File: config.mk
export PLATFORM = sky130hd
export DESIGN_NAME = field_read_scheduler_flat
export DESIGN_NICKNAME = d
export VERILOG_FILES = /design/src/rtl/field_read_scheduler_pkg.sv /design/src/rtl/field_read_scheduler_if.sv /design/src/rtl/field_read_scheduler_raster_counter.sv /design/src/rtl/field_read_scheduler.sv /design/src/flat_wrapper.sv
export SDC_FILE = /design/constraint.sdc
export NUM_CORES = 1
export LEC_CHECK = 0
export BUFFER_PORTS_ARGS = -buffer_cell sky130_fd_sc_hd__buf_2
export CAP_MARGIN = 20
export CELL_PAD_IN_SITES_DETAIL_PLACEMENT = 1
export CELL_PAD_IN_SITES_GLOBAL_PLACEMENT = 1
export CORE_AREA = 2 2 79 81
export CTS_BUF_LIST = sky130_fd_sc_hd__clkbuf_8
export DETAILED_ROUTE_END_ITERATION = 8
export DIE_AREA = 0 0 81 83
export GPL_ROUTABILITY_DRIVEN = 0
export PLACE_DENSITY = 0.8
export SKIP_LAST_GASP = 1
export SLEW_MARGIN = 15
export SYNTH_ARGS = -nofsm -noshare
export SYNTH_HDL_FRONTEND = slang
export SYNTH_SLANG_ARGS = --single-unit
File: constraint.sdc
create_clock -name clock -period 2.6 [get_ports clock]
set_input_delay 0.13 -clock clock [delete_from_list [all_inputs] [get_ports clock]]
set_output_delay 0.13 -clock clock [all_outputs]
set_load 0.05 [all_outputs]
File: src/rtl/field_read_scheduler_pkg.sv
// -----------------------------------------------------------------------------
// field_sched_pkg
// Shared types and constants for the field read scheduler.
//   sched_state_e      : scheduler FSM encoding (LOAD=0, WAIT=1, STREAM=2, ERR=3)
//   BLANK_WORD_DEFAULT : YCbCr black word output on underflow or outside STREAM
//   LINE_CNT_W         : width of the active line index
// -----------------------------------------------------------------------------
package field_sched_pkg;

    typedef enum logic [1:0] {
        S_LOAD   = 2'd0,
        S_WAIT   = 2'd1,
        S_STREAM = 2'd2,
        S_ERR    = 2'd3
    } sched_state_e;

    localparam logic [15:0] BLANK_WORD_DEFAULT = 16'h8010;
    localparam int          LINE_CNT_W         = 10;

endpackage

File: src/rtl/field_read_scheduler_if.sv
// -----------------------------------------------------------------------------
// field_read_scheduler_if
// Bundles the VGA request, the two SDRAM read-FIFO ports and the scheduler
// status outputs.
//   slave  : scheduler side (consumes pix_ready / FIFO data, drives requests)
//   master : environment side (vga_sync + FIFOs)
// Handshake: one pixel word is consumed on every clock where pix_ready is 1.
// rd1_req/rd2_req are combinational in that same clock; the matching word
// appears on pix_data with pix_valid=1 one clock later. There is no
// back-pressure towards the VGA side.
// -----------------------------------------------------------------------------
interface field_read_scheduler_if #(
    parameter int DATA_WIDTH  = 16,
    parameter int UFLOW_WIDTH = 16
);
    import field_sched_pkg::*;

    logic                   pix_ready;
    logic [DATA_WIDTH-1:0]  rd1_data;
    logic                   rd1_empty;
    logic [DATA_WIDTH-1:0]  rd2_data;
    logic                   rd2_empty;
    logic                   rd1_req;
    logic                   rd2_req;
    logic                   rd_load;
    logic                   lb_clken;
    logic [DATA_WIDTH-1:0]  pix_data;
    logic                   pix_valid;
    logic [LINE_CNT_W-1:0]  line_cnt;
    logic [UFLOW_WIDTH-1:0] underflow_cnt;
    logic [1:0]             sched_state;

    modport slave (
        input  pix_ready, rd1_data, rd1_empty, rd2_data, rd2_empty,
        output rd1_req, rd2_req, rd_load, lb_clken, pix_data, pix_valid,
               line_cnt, underflow_cnt, sched_state
    );

    modport master (
        output pix_ready, rd1_data, rd1_empty, rd2_data, rd2_empty,
        input  rd1_req, rd2_req, rd_load, lb_clken, pix_data, pix_valid,
               line_cnt, underflow_cnt, sched_state
    );

endinterface

File: src/rtl/field_read_scheduler_raster_counter.sv
// -----------------------------------------------------------------------------
// raster_counter
// Pixel/line position within the active frame.
//   clk_i, rst_ni : clock, asynchronous active-low reset
//   en_i          : one pixel consumed this clock
//   line_cnt_o    : current active line index
//   frame_done_o  : combinational, high on the enabled clock that consumes the
//                   last pixel of the last line (both counters wrap to 0)
// -----------------------------------------------------------------------------
module raster_counter
    import field_sched_pkg::*;
#(
    parameter int H_ACT = 640,
    parameter int V_ACT = 480
) (
    input  logic                  clk_i,
    input  logic                  rst_ni,
    input  logic                  en_i,
    output logic [LINE_CNT_W-1:0] line_cnt_o,
    output logic                  frame_done_o
);

    localparam int PIX_W = (H_ACT > 1) ? $clog2(H_ACT) : 1;

    logic [PIX_W-1:0]      pix_q,  pix_d;
    logic [LINE_CNT_W-1:0] line_q, line_d;
    logic                  last_pix, last_line;

    assign last_pix  = (pix_q  == PIX_W'(H_ACT - 1));
    assign last_line = (line_q == LINE_CNT_W'(V_ACT - 1));

    always_comb begin
        pix_d  = pix_q;
        line_d = line_q;
        if (en_i) begin
            if (last_pix) begin
                pix_d  = '0;
                line_d = last_line ? '0 : line_q + 1'b1;
            end else begin
                pix_d  = pix_q + 1'b1;
            end
        end
    end

    always_ff @(posedge clk_i or negedge rst_ni) begin
        if (!rst_ni) begin
            pix_q  <= '0;
            line_q <= '0;
        end else begin
            pix_q  <= pix_d;
            line_q <= line_d;
        end
    end

    assign line_cnt_o   = line_q;
    assign frame_done_o = en_i & last_pix & last_line;

endmodule

File: src/rtl/field_read_scheduler.sv
// -----------------------------------------------------------------------------
// field_read_scheduler
// Sequences the odd/even field SDRAM read FIFOs against the VGA pixel-request
// stream: FIFO reload at frame boundaries, per-field read enables, line-buffer
// clock enable and a registered, field-muxed pixel word (blank on underflow).
// Ports:
//   clock, aresetn : pixel clock, asynchronous active-low reset
//   bus (slave)    : pix_ready, rd1/rd2 data+empty in; rd1_req, rd2_req,
//                    rd_load, lb_clken, pix_data, pix_valid, line_cnt,
//                    underflow_cnt, sched_state out
// Build option:
//   FIELD_SCHED_UFLOW_CNT_EN : when defined, underflow_cnt is a saturating
//   count of ready cycles that found the selected FIFO empty; otherwise it is
//   tied to 0 (blank substitution still happens).
// -----------------------------------------------------------------------------
module field_read_scheduler
    import field_sched_pkg::*;
#(
    parameter int                    H_ACT       = 640,
    parameter int                    V_ACT       = 480,
    parameter int                    DATA_WIDTH  = 16,
    parameter int                    LOAD_CYCLES = 4,
    parameter logic [DATA_WIDTH-1:0] BLANK_WORD  = DATA_WIDTH'(BLANK_WORD_DEFAULT),
    parameter int                    UFLOW_WIDTH = 16
) (
    input  logic                  clock,
    input  logic                  aresetn,
    field_read_scheduler_if.slave bus
);

    localparam int TIMER_W = (LOAD_CYCLES > 1) ? $clog2(LOAD_CYCLES) : 1;

    sched_state_e          state_q, state_d;
    logic [TIMER_W-1:0]    load_timer_q, load_timer_d;
    logic [DATA_WIDTH-1:0] pix_data_q, pix_data_d;
    logic                  pix_valid_q, pix_valid_d;
    logic [LINE_CNT_W-1:0] line_cnt;
    logic                  frame_done;
    logic                  sel_field2;
    logic                  sel_empty;
    logic                  stream_cycle;

    // The first ready cycle seen in WAIT is already pixel 0 of line 0, so it
    // is a full streaming cycle (read, count, output) just like STREAM.
    assign stream_cycle = bus.pix_ready & ((state_q == S_STREAM) | (state_q == S_WAIT));
    assign sel_field2   = line_cnt[0];
    assign sel_empty    = sel_field2 ? bus.rd2_empty : bus.rd1_empty;

    raster_counter #(
        .H_ACT (H_ACT),
        .V_ACT (V_ACT)
    ) u_raster (
        .clk_i        (clock),
        .rst_ni       (aresetn),
        .en_i         (stream_cycle),
        .line_cnt_o   (line_cnt),
        .frame_done_o (frame_done)
    );

    always_comb begin
        state_d      = state_q;
        load_timer_d = load_timer_q;
        case (state_q)
            S_LOAD: begin
                // Requests arriving before the reload completes are an error.
                if (bus.pix_ready) begin
                    state_d      = S_ERR;
                    load_timer_d = '0;
                end else if (load_timer_q == TIMER_W'(LOAD_CYCLES - 1)) begin
                    state_d      = S_WAIT;
                    load_timer_d = '0;
                end else begin
                    load_timer_d = load_timer_q + 1'b1;
                end
            end
            S_WAIT, S_STREAM: begin
                if (stream_cycle) state_d = frame_done ? S_LOAD : S_STREAM;
            end
            S_ERR: begin
                if (!bus.pix_ready) state_d = S_LOAD;
            end
            default: state_d = S_LOAD;
        endcase

        pix_valid_d = stream_cycle | (bus.pix_ready & (state_q == S_ERR));
        pix_data_d  = BLANK_WORD;
        if (stream_cycle && !sel_empty) pix_data_d = sel_field2 ? bus.rd2_data : bus.rd1_data;
    end

    always_ff @(posedge clock or negedge aresetn) begin
        if (!aresetn) begin
            state_q      <= S_LOAD;
            load_timer_q <= '0;
            pix_data_q   <= BLANK_WORD;
            pix_valid_q  <= 1'b0;
        end else begin
            state_q      <= state_d;
            load_timer_q <= load_timer_d;
            pix_data_q   <= pix_data_d;
            pix_valid_q  <= pix_valid_d;
        end
    end

`ifdef FIELD_SCHED_UFLOW_CNT_EN
    logic [UFLOW_WIDTH-1:0] uflow_q, uflow_d;

    always_comb begin
        uflow_d = uflow_q;
        if (stream_cycle && sel_empty && (uflow_q != {UFLOW_WIDTH{1'b1}})) uflow_d = uflow_q + 1'b1;
    end

    always_ff @(posedge clock or negedge aresetn) begin
        if (!aresetn) uflow_q <= '0;
        else          uflow_q <= uflow_d;
    end

    assign bus.underflow_cnt = uflow_q;
`else
    assign bus.underflow_cnt = {UFLOW_WIDTH{1'b0}};
`endif

    // Requests are issued even when the selected FIFO is empty; the FIFO
    // ignores a read while empty.
    assign bus.rd1_req     = stream_cycle & ~sel_field2;
    assign bus.rd2_req     = stream_cycle &  sel_field2;
    // Gated by reset so rd_load reads 0 while aresetn is held low.
    assign bus.rd_load     = aresetn & (state_q == S_LOAD);
    assign bus.lb_clken    = stream_cycle | (bus.pix_ready & (state_q == S_ERR));
    assign bus.pix_data    = pix_data_q;
    assign bus.pix_valid   = pix_valid_q;
    assign bus.line_cnt    = line_cnt;
    assign bus.sched_state = state_q;

endmodule

File: src/flat_wrapper.sv
// flat-port wrapper written by rule: the top's interface ports become plain ports
module field_read_scheduler_flat import field_sched_pkg::*;
#(
    parameter int                    H_ACT       = 640,
    parameter int                    V_ACT       = 480,
    parameter int                    DATA_WIDTH  = 16,
    parameter int                    LOAD_CYCLES = 4,
    parameter logic [DATA_WIDTH-1:0] BLANK_WORD  = DATA_WIDTH'(BLANK_WORD_DEFAULT),
    parameter int                    UFLOW_WIDTH = 16
)
  (clock, aresetn, bus_pix_ready, bus_rd1_data, bus_rd1_empty, bus_rd2_data, bus_rd2_empty, bus_rd1_req, bus_rd2_req, bus_rd_load, bus_lb_clken, bus_pix_data, bus_pix_valid, bus_line_cnt, bus_underflow_cnt, bus_sched_state);
  field_read_scheduler_if #(.DATA_WIDTH(DATA_WIDTH), .UFLOW_WIDTH(UFLOW_WIDTH)) bus_i ();
  input  logic clock;
  input  logic aresetn;
  input wire logic [$bits(bus_i.pix_ready)-1:0] bus_pix_ready;
  input wire logic [$bits(bus_i.rd1_data)-1:0] bus_rd1_data;
  input wire logic [$bits(bus_i.rd1_empty)-1:0] bus_rd1_empty;
  input wire logic [$bits(bus_i.rd2_data)-1:0] bus_rd2_data;
  input wire logic [$bits(bus_i.rd2_empty)-1:0] bus_rd2_empty;
  output wire logic [$bits(bus_i.rd1_req)-1:0] bus_rd1_req;
  output wire logic [$bits(bus_i.rd2_req)-1:0] bus_rd2_req;
  output wire logic [$bits(bus_i.rd_load)-1:0] bus_rd_load;
  output wire logic [$bits(bus_i.lb_clken)-1:0] bus_lb_clken;
  output wire logic [$bits(bus_i.pix_data)-1:0] bus_pix_data;
  output wire logic [$bits(bus_i.pix_valid)-1:0] bus_pix_valid;
  output wire logic [$bits(bus_i.line_cnt)-1:0] bus_line_cnt;
  output wire logic [$bits(bus_i.underflow_cnt)-1:0] bus_underflow_cnt;
  output wire logic [$bits(bus_i.sched_state)-1:0] bus_sched_state;
  assign bus_i.pix_ready = bus_pix_ready;
  assign bus_i.rd1_data = bus_rd1_data;
  assign bus_i.rd1_empty = bus_rd1_empty;
  assign bus_i.rd2_data = bus_rd2_data;
  assign bus_i.rd2_empty = bus_rd2_empty;
  assign bus_rd1_req = bus_i.rd1_req;
  assign bus_rd2_req = bus_i.rd2_req;
  assign bus_rd_load = bus_i.rd_load;
  assign bus_lb_clken = bus_i.lb_clken;
  assign bus_pix_data = bus_i.pix_data;
  assign bus_pix_valid = bus_i.pix_valid;
  assign bus_line_cnt = bus_i.line_cnt;
  assign bus_underflow_cnt = bus_i.underflow_cnt;
  assign bus_sched_state = bus_i.sched_state;
  field_read_scheduler #(.H_ACT(H_ACT), .V_ACT(V_ACT), .DATA_WIDTH(DATA_WIDTH), .LOAD_CYCLES(LOAD_CYCLES), .BLANK_WORD(BLANK_WORD), .UFLOW_WIDTH(UFLOW_WIDTH)) u_core (.clock(clock), .aresetn(aresetn), .bus(bus_i));
endmodule
==> metrics.txt <==
total gr overflow=0; # rows=28; Bufs on Longest Clock Path=2; Setup Viol. Count Final=0; largest net degree at the start of global routing=between 40 and 50; outcome=finished, final reports clean; Worst Skew=between 0.01 and 0.015 ns; DRC Markers=0; DR pass1 iterations=4; register bit count reported by yosys=41; CTS root buffer=clkbuf_8; RSZ-0062 raised after global routing=no; slowest cell on the critical path=or3_1; worst slew pin tran=approximately 0.63 ns; NetSw=approximately 0.00091 W; Initial Util=a little over a third; H-tree level count=2; Final ANT Viol Nets=0; FF-to-FF path depth=6; total negative slack=0 ns; Leak=around 1.3 nW; Post-CTS Resized=0; Pint=around 0.0013 W; final wirelength=5.016 mm; switching part of the total=between 40% and 50%; max_cap viols=0; DIE AREA=roughly 0.0067 mm²; R2R Path End=u_core.u_raster.line_cnt_o[6]; Die W=81 µm; Final nets=between 300 and 400; CP arrival=around 2.4 ns; placed inst area=between 0.002 and 0.0025 mm²; Post-synth ARST share=100.0%; maximum VDD drop=0.4013 mV; Ys Warns=0; CP Max Fanout=10; drt wl/cell=14.13 µm; Peak Freq=roughly 450 MHz; Synth Flop Type=dfrtp_1; Hold Path Class=in2reg; via count=1725; Final Hold Viols=0; core area=approximately 0.0058 mm²; CTS tree=built; CP Launch Point=u_core.bus.sched_state[1]; clock period minus worst slack=roughly 2.2 ns; Critical Path Sink Type=flip-flop; vias in the first global route=between 1.5k and 2k; power share of the clock group=roughly 24%; clk_lat worst skew=about 0.30 ns; clk sink count=between 40 and 50; sequential share of power=about 37%; first-pass GRT wire length=8.424 mm; # IOs=86; worst r2r src=u_core.bus.sched_state[1]; Gate power share=around two fifths; Slew HR=a little under 60%; antenna violations before repair=0; Cell Area, Synth=between 0.002 and 0.0025 mm²; Worst Hold Path EP=u_core.bus.pix_data[15]; port buffer count=~70; CP startpoint kind=flip-flop; crit-path max cell delay=between 0.5 and 0.6 ns; vias per cell=around 4.9; hold path depth=2; crit path cell chain=inv_1 > ha_1 > nand4_1 > or3_1 > or4b_1 > nand2_1; Yosys cell types=41; area grow syn2layout=24.34%; overall die height=between 80 and 90 µm; Req. time, crit path=2.84 ns; antenna cells=0; final worst-path cycle share=84.67%; Mapped Cells=slightly above 200; PwrDens=roughly 850 mW/mm²; r2r setup slk=around 0.4 ns; Worst Setup Path Type=reg2reg; design area=between 0.002 and 0.003 mm²; sequential share of the synthesized area=roughly half; layout cells sized above 1=around a third; initial DRC count=84; total CTS buffers=5; Hold Startpoint=bus_rd2_data[15]; Total GRT Usage=between 10% and 20%; DP HPWL=~3.8 mm; syn_area_per_cell=10.18 µm²; EDFF count, synth=0; fin. max-slew vios=0; clock-pin slew on the worst setup and hold paths=approximately 0.09 ns
cells in the final DEF, fill, tap and decap left out, drive strengths merged, types with 4 or more instances in the layout:
cell	netlist	routed
buf	19	74
dfrtp	39	39
nor2	24	24
nand2	16	16
conb	1	16
mux2i	15	15
nand4	8	8
o21ai	7	7
xnor2	7	7
nand3	6	6
nor3	6	6
ha	6	6
clkbuf	4	6
o31ai	5	5
inv	5	5
nor2b	4	4
metal layers:
| metal | vias up | part of all wire [%] | track usage [%] |
|---|---|---|---|
| met4 | 0 | 2.7 | 7.858 |
| met3 | 11 | 6.4 | 4.674 |
| met5 | - | 0 | 0 |
| li1 | 828 | - | - |
| met1 | 827 | 41 | 19.32 |
| met2 | 59 | 49 | 26.60 |
power groups by stage:
stage | combinational [W] | sequential [W] | clock (W)
floorplan | 0.000446 | 0.00103 | 0
global placement | 0.000836 | 0.000834 | 0
detailed placement | 0.000856 | 0.000841 | 0
CTS | 0.000860 | 0.000830 | 0.000560
global route | 0.000919 | 0.000847 | 0.000584
finish | 0.000846 | 0.000830 | 0.000542
how the worst max path moves through the flow:
stage,cells after the start,end,slack [ns]
6_report,6,u_core.u_raster.line_cnt_o[6],0.40
2_1_floorplan,8,u_core.u_raster.line_cnt_o[8],0.13
4_1_cts,6,u_core.u_raster.line_cnt_o[6],0.39
5_1_grt,6,u_core.u_raster.line_cnt_o[6],0.24
3_5_place_dp,6,u_core.u_raster.line_cnt_o[6],0.43
3_3_place_gp,6,u_core.u_raster.line_cnt_o[8],0.53
kinds of logic after synthesis:
family                     after synthesis  share of synthesized area, %
DFF                                     41                         49.28
other                                    1                        0.1797
buffers and inverters                   28                         8.333
xor gates and xnor gates                 9                         3.777
AOI/OAI and AO/OA                       27                         8.873
adders and majority gates                6                         3.597
muxes                                   16                         7.734
and+or+nand+nor                         77                         18.23
worst max-delay path: cells and delay by family, from the launching register on:
| family | cells | cell delay [ns] |
|---|---|---|
| buffers and inverters | 1 | 0.09 |
| adder cells (fa/ha/maj) | 1 | 0.30 |
| AND/OR/NAND/NOR | 4 | 1.32 |
| flip-flops | 1 | 0.41 |
through the flow:
step                      worst slack, ns  utilization [%]  total power, W  hold WS (ns)  instances
after floorplan                    0.1308                -        0.001473       -0.1656        220
after global placement             0.5256            42.38        0.001670        0.2613        346
after detailed placement           0.4344            42.38        0.001696        0.2572        346
after CTS                          0.3889            44.62        0.002249       0.04825        355
after global routing               0.2374            44.62        0.002350       0.05512        355
final                              0.3986            44.62        0.002218       0.05787        355
sequential cells by signal, indices dropped and copies added, names as in the netlist:
register	count
u_core.bus.pix_data	16
u_core.bus.pix_valid	1
u_core.bus.sched_state	2
u_core.load_timer_q	2
u_core.u_raster.line_cnt_o	10
u_core.u_raster.pix_q	10
Yosys cell counts (2+ instances only):
cell type  number  share of area [%]
o31ai_1         5                1.8
ha_1            6                3.6
dfrtp_1        39                 47
a31oi_1         2               0.60
and2_1          2               0.60
nor2b_1         4                1.2
clkbuf_1        4               0.72
o211ai_1        2               0.72
nor3_1          6                1.4
nand4_1         8                2.4
a211o_1         2               0.84
a22o_1          2               0.84
nor2_1         24                4.3
xor2_1          2               0.84
mux2i_1        15                7.2
nand2b_1        2               0.60
buf_4          16                5.8
or3_1           2               0.60
dfstp_2         2                2.5
or4_1           2               0.72
nand2_1        16                2.9
inv_1           5               0.90
xnor2_1         7                2.9
a21oi_1         2               0.48
nand3_1         6                1.4
o21ai_0         7                1.7
area by class of cell:
type,count,area (µm²)
multi-input cells,151,940.9
fillers,736,3221
clock inverters,2,37.54
well taps,75,93.84
flip-flops and latches,41,1028
inverters,5,18.77
repair buffers,75,392.9
clock buffers,6,82.58
what timing repair did:
action	in CTS	in global routing
hold buffers	1	0
hold endpoints to repair	39	0
buffers inserted	0	0
Power figures use the tool's default switching activity.
